$ cat config.mk
export PLATFORM = sky130hd
export DESIGN_NAME = mips_mul_unit
export DESIGN_NICKNAME = d
export VERILOG_FILES = /design/src/rtl/mips_mul_unit.sv
export SDC_FILE = /design/constraint.sdc
export NUM_CORES = 1
export LEC_CHECK = 0
export ABC_CLOCK_PERIOD_IN_PS = 4800
export CAP_MARGIN = 25
export CORE_AREA = 8 8 147 204
export CTS_BUF_LIST = sky130_fd_sc_hd__clkbuf_8
export DETAILED_ROUTE_END_ITERATION = 10
export DIE_AREA = 0 0 155 212
export MAX_ROUTING_LAYER = met4
export PLACE_DENSITY = 0.66
export SYNTH_ARGS = -nofsm -noshare
export SYNTH_HDL_FRONTEND = slang
export SYNTH_SLANG_ARGS = --single-unit
$ cat constraint.sdc
create_clock -name clk -period 4.8 [get_ports clk]
set_input_delay 0.48 -clock clk [delete_from_list [all_inputs] [get_ports clk]]
set_output_delay 0.48 -clock clk [all_outputs]
set_load 0.03 [all_outputs]
$ cat src/rtl/mips_mul_unit.sv
// Iterative shift-add multiplier for the MUL instruction in EX.
// Stalls the pipeline for WIDTH+1 cycles and presents a registered 2*WIDTH-bit product for one done cycle.
module mips_mul_unit #(
  parameter int WIDTH = 32
) (
  input  logic             clk,
  input  logic             reset,
  input  logic             start,
  input  logic             is_signed,
  input  logic [WIDTH-1:0] op_a,
  input  logic [WIDTH-1:0] op_b,
  input  logic             abort,
  output logic             busy,
  output logic             stall,
  output logic             done,
  output logic [WIDTH-1:0] result_lo,
  output logic [WIDTH-1:0] result_hi
);

  localparam int CW = $clog2(WIDTH) + 1;

  typedef enum logic [1:0] {
    IDLE = 2'd0,
    RUN  = 2'd1,
    DONE = 2'd2
  } state_t;

  state_t             r_state;
  state_t             w_next;
  logic [WIDTH-1:0]   r_mcand;
  logic [WIDTH-1:0]   r_mplier;
  logic               r_neg;
  logic [2*WIDTH:0]   r_acc;
  logic [CW-1:0]      r_cnt;

  logic               w_accept;
  logic               w_last;
  logic [WIDTH-1:0]   w_mag_a;
  logic [WIDTH-1:0]   w_mag_b;
  logic [WIDTH:0]     w_sum;
  logic [2*WIDTH:0]   w_acc_next;
  logic [2*WIDTH-1:0] w_prod;
  logic [2*WIDTH-1:0] w_final;

  assign w_accept = (r_state == IDLE) && start && !abort;
  assign w_last   = (r_cnt == CW'(WIDTH - 1));

  // The most negative operand negates to itself, which read as unsigned is exactly its magnitude.
  assign w_mag_a = (is_signed && op_a[WIDTH-1]) ? -op_a : op_a;
  assign w_mag_b = (is_signed && op_b[WIDTH-1]) ? -op_b : op_b;

  // Top accumulator bit is always clear before the add, so the upper half never overflows WIDTH+1 bits.
  assign w_sum      = r_acc[2*WIDTH:WIDTH] + (r_mplier[0] ? {1'b0, r_mcand} : '0);
  assign w_acc_next = {w_sum, r_acc[WIDTH-1:0]} >> 1;
  assign w_prod     = w_acc_next[2*WIDTH-1:0];
  assign w_final    = r_neg ? -w_prod : w_prod;

  // NOTE: sequential state uses non-blocking assignments so every register samples pre-edge values.
  always_ff @(posedge clk) begin
    if (!reset) r_state <= IDLE;
    else        r_state <= w_next;
  end

  // NOTE: every output of this block gets a default first, so no path can infer a latch.
  always_comb begin
    w_next = r_state;
    busy   = 1'b0;
    done   = 1'b0;
    stall  = 1'b0;
    case (r_state)
      IDLE: begin
        stall = w_accept;
        if (w_accept) w_next = RUN;
      end
      RUN: begin
        busy  = 1'b1;
        stall = 1'b1;
        if (abort)       w_next = IDLE;
        else if (w_last) w_next = DONE;
      end
      DONE: begin
        done   = 1'b1;
        w_next = IDLE;
      end
      default: w_next = IDLE;
    endcase
  end

  always_ff @(posedge clk) begin
    if (!reset) begin
      r_mcand   <= '0;
      r_mplier  <= '0;
      r_neg     <= 1'b0;
      r_acc     <= '0;
      r_cnt     <= '0;
      result_lo <= '0;
      result_hi <= '0;
    end else begin
      case (r_state)
        IDLE: begin
          if (w_accept) begin
            r_mcand  <= w_mag_a;
            r_mplier <= w_mag_b;
            r_neg    <= is_signed && (op_a[WIDTH-1] ^ op_b[WIDTH-1]);
            r_acc    <= '0;
            r_cnt    <= '0;
          end
        end
        RUN: begin
          if (!abort) begin
            r_acc    <= w_acc_next;
            r_mplier <= r_mplier >> 1;
            r_cnt    <= r_cnt + CW'(1);
            if (w_last) {result_hi, result_lo} <= w_final;
          end
        end
        default: ;
      endcase
    end
  end

endmodule

# After elaboration in Yosys (flattened, before gate mapping)
# Index checks and enable logic that the tools add are counted.
# classes
n_bitwise,2
div_mod_pow,0
add_sub_neg,5
n_mul,0
n_lt_le_gt_ge,0
n_shift,0
mux,20
n_reduce_logical,12
eq_ne,6
# ops
operator,n
two-way mux 32 bit,5
two-way mux 65 bit,2
one-hot mux 65 bit (2 select lines),1
two-way mux 64 bit,1
negation 32 bit,2
negation 64 bit,1
one-hot mux 32 bit (2 select lines),1
adder 33 x 32 -> 33 bit,1
two-way mux 6 bit,2
one-hot mux 6 bit (2 select lines),1
adder 6 x 1 -> 6 bit (second input constant),1
equality test 6 x 5 -> 1 bit (second input constant),1
two-way mux 2 bit,3
AND reduction 3 bit,2
logical AND 1 bit,5
inequality test 2 bit (second input constant),2
one-hot mux 2 bit (2 select lines),1
AND reduction 2 bit,2
inequality test 3 bit (second input constant),1
equality test 2 x 1 -> 1 bit (second input constant),1
equality test 2 bit (second input constant),1
logical NOT 2 bit,1
two-way mux 1 bit,2
one-hot mux 1 bit (2 select lines),1
other kinds (4),4
# totals
mem_bits_rw,0
mem_bits_ro,0
latch_bits,0
n_memories,0
inputBits,69
word_cells,53
regBits,202

# Longest topological paths before layout
# logic_depth
word_depth,5
ltp_mapped,15
depth_no_buf,13

# Least setup slack after synthesis
# Ideal clock, no wire load.
# synth_path
path_kind,reg-to-reg
startpoint,register r_acc[19]
endpoint,register result_hi[30]
required_ps,4680
setup_time_ps,120
stages_incl_launch_ff,12
setup_slack_ps,580
arrival_ps,4100
cell_sequence,dfxtp_1 > or4_4 > or4_4 > or4_4 > or3b_1 > or3_4 > or3_4 > or3_1 > clkbuf_2 > or3_1 > and4_4 > o31a_1
# synth_between
elab_chain_cells,2
# synth_rtl
element,line,rtl
from (decl),33,logic [2*WIDTH:0] r_acc;
from (signal assigned),111,r_acc <= w_acc_next;
negation 64 bit,56,assign w_final = r_neg ? -w_prod : w_prod;
two-way mux 64 bit,56,
to (signal assigned),114,"if (w_last) {result_hi, result_lo} <= w_final;"
to (decl),17,output logic [WIDTH-1:0] result_hi
# Every way passes these cells.
# A chain may end at the register's enable or synchronous reset.

# Worst setup path after layout
# layout_path
startpoint,register r_mplier[0]
endpoint,register result_hi[30]
# layout_between
elab_chain_cells,4
# layout_rtl
element,line,rtl
from (decl),31,logic [WIDTH-1:0] r_mplier;
from (signal assigned),103,r_mplier <= w_mag_b;
from (signal assigned),112,r_mplier <= r_mplier >> 1;
two-way mux 32 bit *,53,"assign w_sum = r_acc[2*WIDTH:WIDTH] + (r_mplier[0] ? {1'b0, r_mcand} : '0);"
adder 33 x 32 -> 33 bit *,53,
negation 64 bit,56,
two-way mux 64 bit *,56,
# Every way passes the cells marked *; elsewhere a longest branch is shown, timed or not.

==> flow_summary_export.csv <==
group,metric,value,unit
sta,setup_violations,0,
placement,io_buffers,135,
clock_network,cts_tree,"done",
critical_path,worst_ep_required_time,5.19,ns
critical_path,max_stage_delay,0.43,ns
clock_network,clock_latency,0.49,ns
sta,tns,0,ns
yosys,yosysTopAreaCellShare,0.3354,
clock_network,htreeDepth,4,
layout,area_growth,17.55,%
sta,tightest_slew,0.9923,ns
routing,firstDrtPassIters,7,
placement,hpwl,24360,µm
clock_network,cts_resized,0,
pwr,comb_power_share,0.114,
yosys,postSynthAreaPerCell,7.890,µm²
sta,grt_setup_unrepaired,"no",
min_path,hp-class,"reg2reg",
critical_path,critPathMaxFanout,33,
pwr,pwr-share-seq,0.546,
layout,diodes,0,
clock_network,clockBufferDepth,2,
clock_network,clock-sinks,200,
yosys,synth_nets,1619,
critical_path,crit_buf_inv,1,
routing,drtIter0Drc,616,
critical_path,crit_chain,"buf_4 -> and2_1 -> ha_1 -> fa_1 -> a21o_1 -> a21o_1 -> a2111oi_0 -> a211oi_1 -> or3_4 -> or3_4 -> or3_1 -> or3_1 -> and4_4 -> o31a_1",
pwr,p_sw,855.2,µW
pwr,max-vdd-ir-drop,0.1714,mV
yosys,ys_types,69,
layout,final_common_cell,"nor2_1",
layout,utilization,0.5175,
floorplan,core-area,0.02712,mm²
routing,drt-vias-per-instance,5.713,
sta,slew_viol_final,0,
critical_path,crit_type,"reg2reg",
critical_path,critPathTopFamily,"simple AND/OR/NAND/NOR gates",
yosys,synthesis.area,0.01194,mm²
layout,final_nets,1696,
critical_path,endpoint_kind,"flop",
sta,period_minus_slack,4.361,ns
pwr,clockPowerShare,0.340,
floorplan,rows,72,
status,outcome,"finished, final reports clean",
critical_path,worst_path_max_delay_cell,"fa_1",
pwr,power,3.142,mW
floorplan,die_w,155,µm
sta,hold_ws,0.4633,ns
placement,place_congestion,0.9638,
sta,maxSlewHeadroom,0.3369,
yosys,synth-seq-cells,200,
yosys,synthTopCellsByArea,"dfxtp_1 34%, nor2_1 6.4%, xor2_1 5.9%",
global_route,grt-ovfl-total,0,
routing,wl_per_cell,16.55,µm
pwr,p_sw_frac,0.2722,
critical_path,crit_path_start_kind,"flop",
routing,vias,11270,
sta,fin_crit_sh,0.9086,
yosys,synth-main-ff-cell,"dfxtp_1",
layout,drive_gt1_frac,0.05614,
critical_path,cp_data_arrival_time,4.75,ns
layout,final_cell_mix,"202 x nor2_1, 199 x dfxtp_1, 135 x clkdlybuf4s50_1",
clock_network,holdBufCountCts,0,
sta,layout_setup_ws,0.4387,ns
yosys,synthArstFlopShare,0,
global_route,grt_pass1_wl,53420,µm
job,cap_violations,0,
pwr,p_leak,5.151,nW
floorplan,io_pins,136,
global_route,grt_max_degree,144,
yosys,syn_inst,1513,
global_route,grt_antenna_before_repair,0,
sta,fin_worst_skew,0.01492,ns
sta,fmax,229.3,MHz
routing,drc_errors,0,
floorplan,dieArea,0.03286,mm²
yosys,ys_seq_area_frac,0.3354,
sta,hold_viol_final,0,
clock_network,clk_pin_slew,0.10,ns
placement,pre_cts_ws,0.4532,ns
clock_network,post_cts_buffers,0,
clock_network,cts-buffers-inserted,17,
global_route,grtUsageTotal,0.2025,
floorplan,die_y,212,µm
floorplan,start_util,0.4402,
layout,fill_cells,2699,
yosys,yosys_warnings,0,
global_route,grt_pass1_vias,10790,
routing,wl,32660,µm
pwr,power.internal,2.287,mW
clock_network,root_buffer,"clkbuf_8",
pwr,p_per_area,223.9,mW/mm²
routing,drtAntennaViolNets,0,
yosys,yosys.area.top_type,"dfxtp_1",
yosys,synth_edf_count,0,
## worst min-delay path: stages, from the launching register on
cell and delay (ns):
dfxtp_1 0.32, nand2_1 0.05, a21oi_1 0.05
## metrics by stage
| stage | area (µm²) | std cells |
|---|---|---|
| after floorplan | 11940 | 1513 |
| after global placement | 13650 | 1941 |
| after detailed placement | 13650 | 1941 |
| after CTS | 14030 | 1973 |
| after global routing | 14030 | 1973 |
| final | 14030 | 1973 |
## area by class of cell
cell class | instances | area, µm² | share of cell area
multi-input combinational | 1180 | 7460 | 0.5316
clock inverter | 13 | 123.9 | 0.008827
clock buffer | 19 | 261.5 | 0.01864
timing repair buffer | 169 | 1632 | 0.1163
tap | 370 | 462.9 | 0.03299
inverter | 22 | 87.58 | 0.006242
sequential | 200 | 4005 | 0.2854
## per-layer routing
metal	wire (µm)	global-route usage	part of all wire
met1	14560	0.2351	0.45
met2	15990	0.3482	0.49
met3	1282	0.02828	0.039
met4	827	0.07930	0.025
met5	0	-	0
## power groups by stage
stage / clock network [mW] / logic, mW / registers [mW]
5_1_grt: 1.16 / 0.397 / 1.72
2_1_floorplan: 0 / 0.227 / 1.74
4_1_cts: 1.10 / 0.362 / 1.72
3_3_place_gp: 0 / 0.357 / 1.75
3_5_place_dp: 0 / 0.361 / 1.75
6_report: 1.07 / 0.359 / 1.72
## final timing paths
path / start / endpoint / slack [ns] / depth (start not counted)
setup / recovery: r_mplier[0] / result_hi[30] / 0.44 / 14
hold / removal: result_lo[0] / result_lo[0] / 0.46 / 2
setup reg to reg: r_mplier[0] / result_hi[30] / 0.44 / 14
hold reg to reg: result_lo[0] / result_lo[0] / 0.46 / 2
## registers in the layout, summed over array words and instances, names as in the netlist
register	count
result_lo	32
r_neg	1
r_mcand	32
r_acc	63
r_state	2
result_hi	32
r_mplier	32
r_cnt	6
## cell usage after synthesis, drive strengths merged, types with 3 or more instances
cell,instances
a22oi,87
nand2b,6
nand2,121
a21oi,103
and3,3
or4,18
mux2i,3
o31ai,29
nor4,18
o211ai,8
and4,7
xnor2,54
o21ai,65
o211a,3
or3,29
a311oi,8
nor2b,5
o21bai,4
nand3,22
a31oi,5
o41ai,17
inv,21
or2,8
nor3,26
o21a,8
clkbuf,102
and2,38
a221oi,4
ha,36
xor2,81
buf,9
nor2,204
a211oi,79
o2111ai,4
a21boi,3
dfxtp,200
nand4,19
nor3b,3
a21o,20
## logic make-up (layout without fill, tap and decap cells)
family | count (synthesis) | after routing | synth area share
and+or+nand+nor | 534 | 534 | 0.2139
AOI/OAI and AO/OA | 470 | 470 | 0.2669
DFF | 200 | 200 | 0.3354
xor gates and xnor gates | 135 | 135 | 0.09905
buffers and inverters | 133 | 223 | 0.04192
adders and majority gates | 37 | 37 | 0.03941
muxes | 4 | 4 | 0.003459
Power figures use the tool's default switching activity.
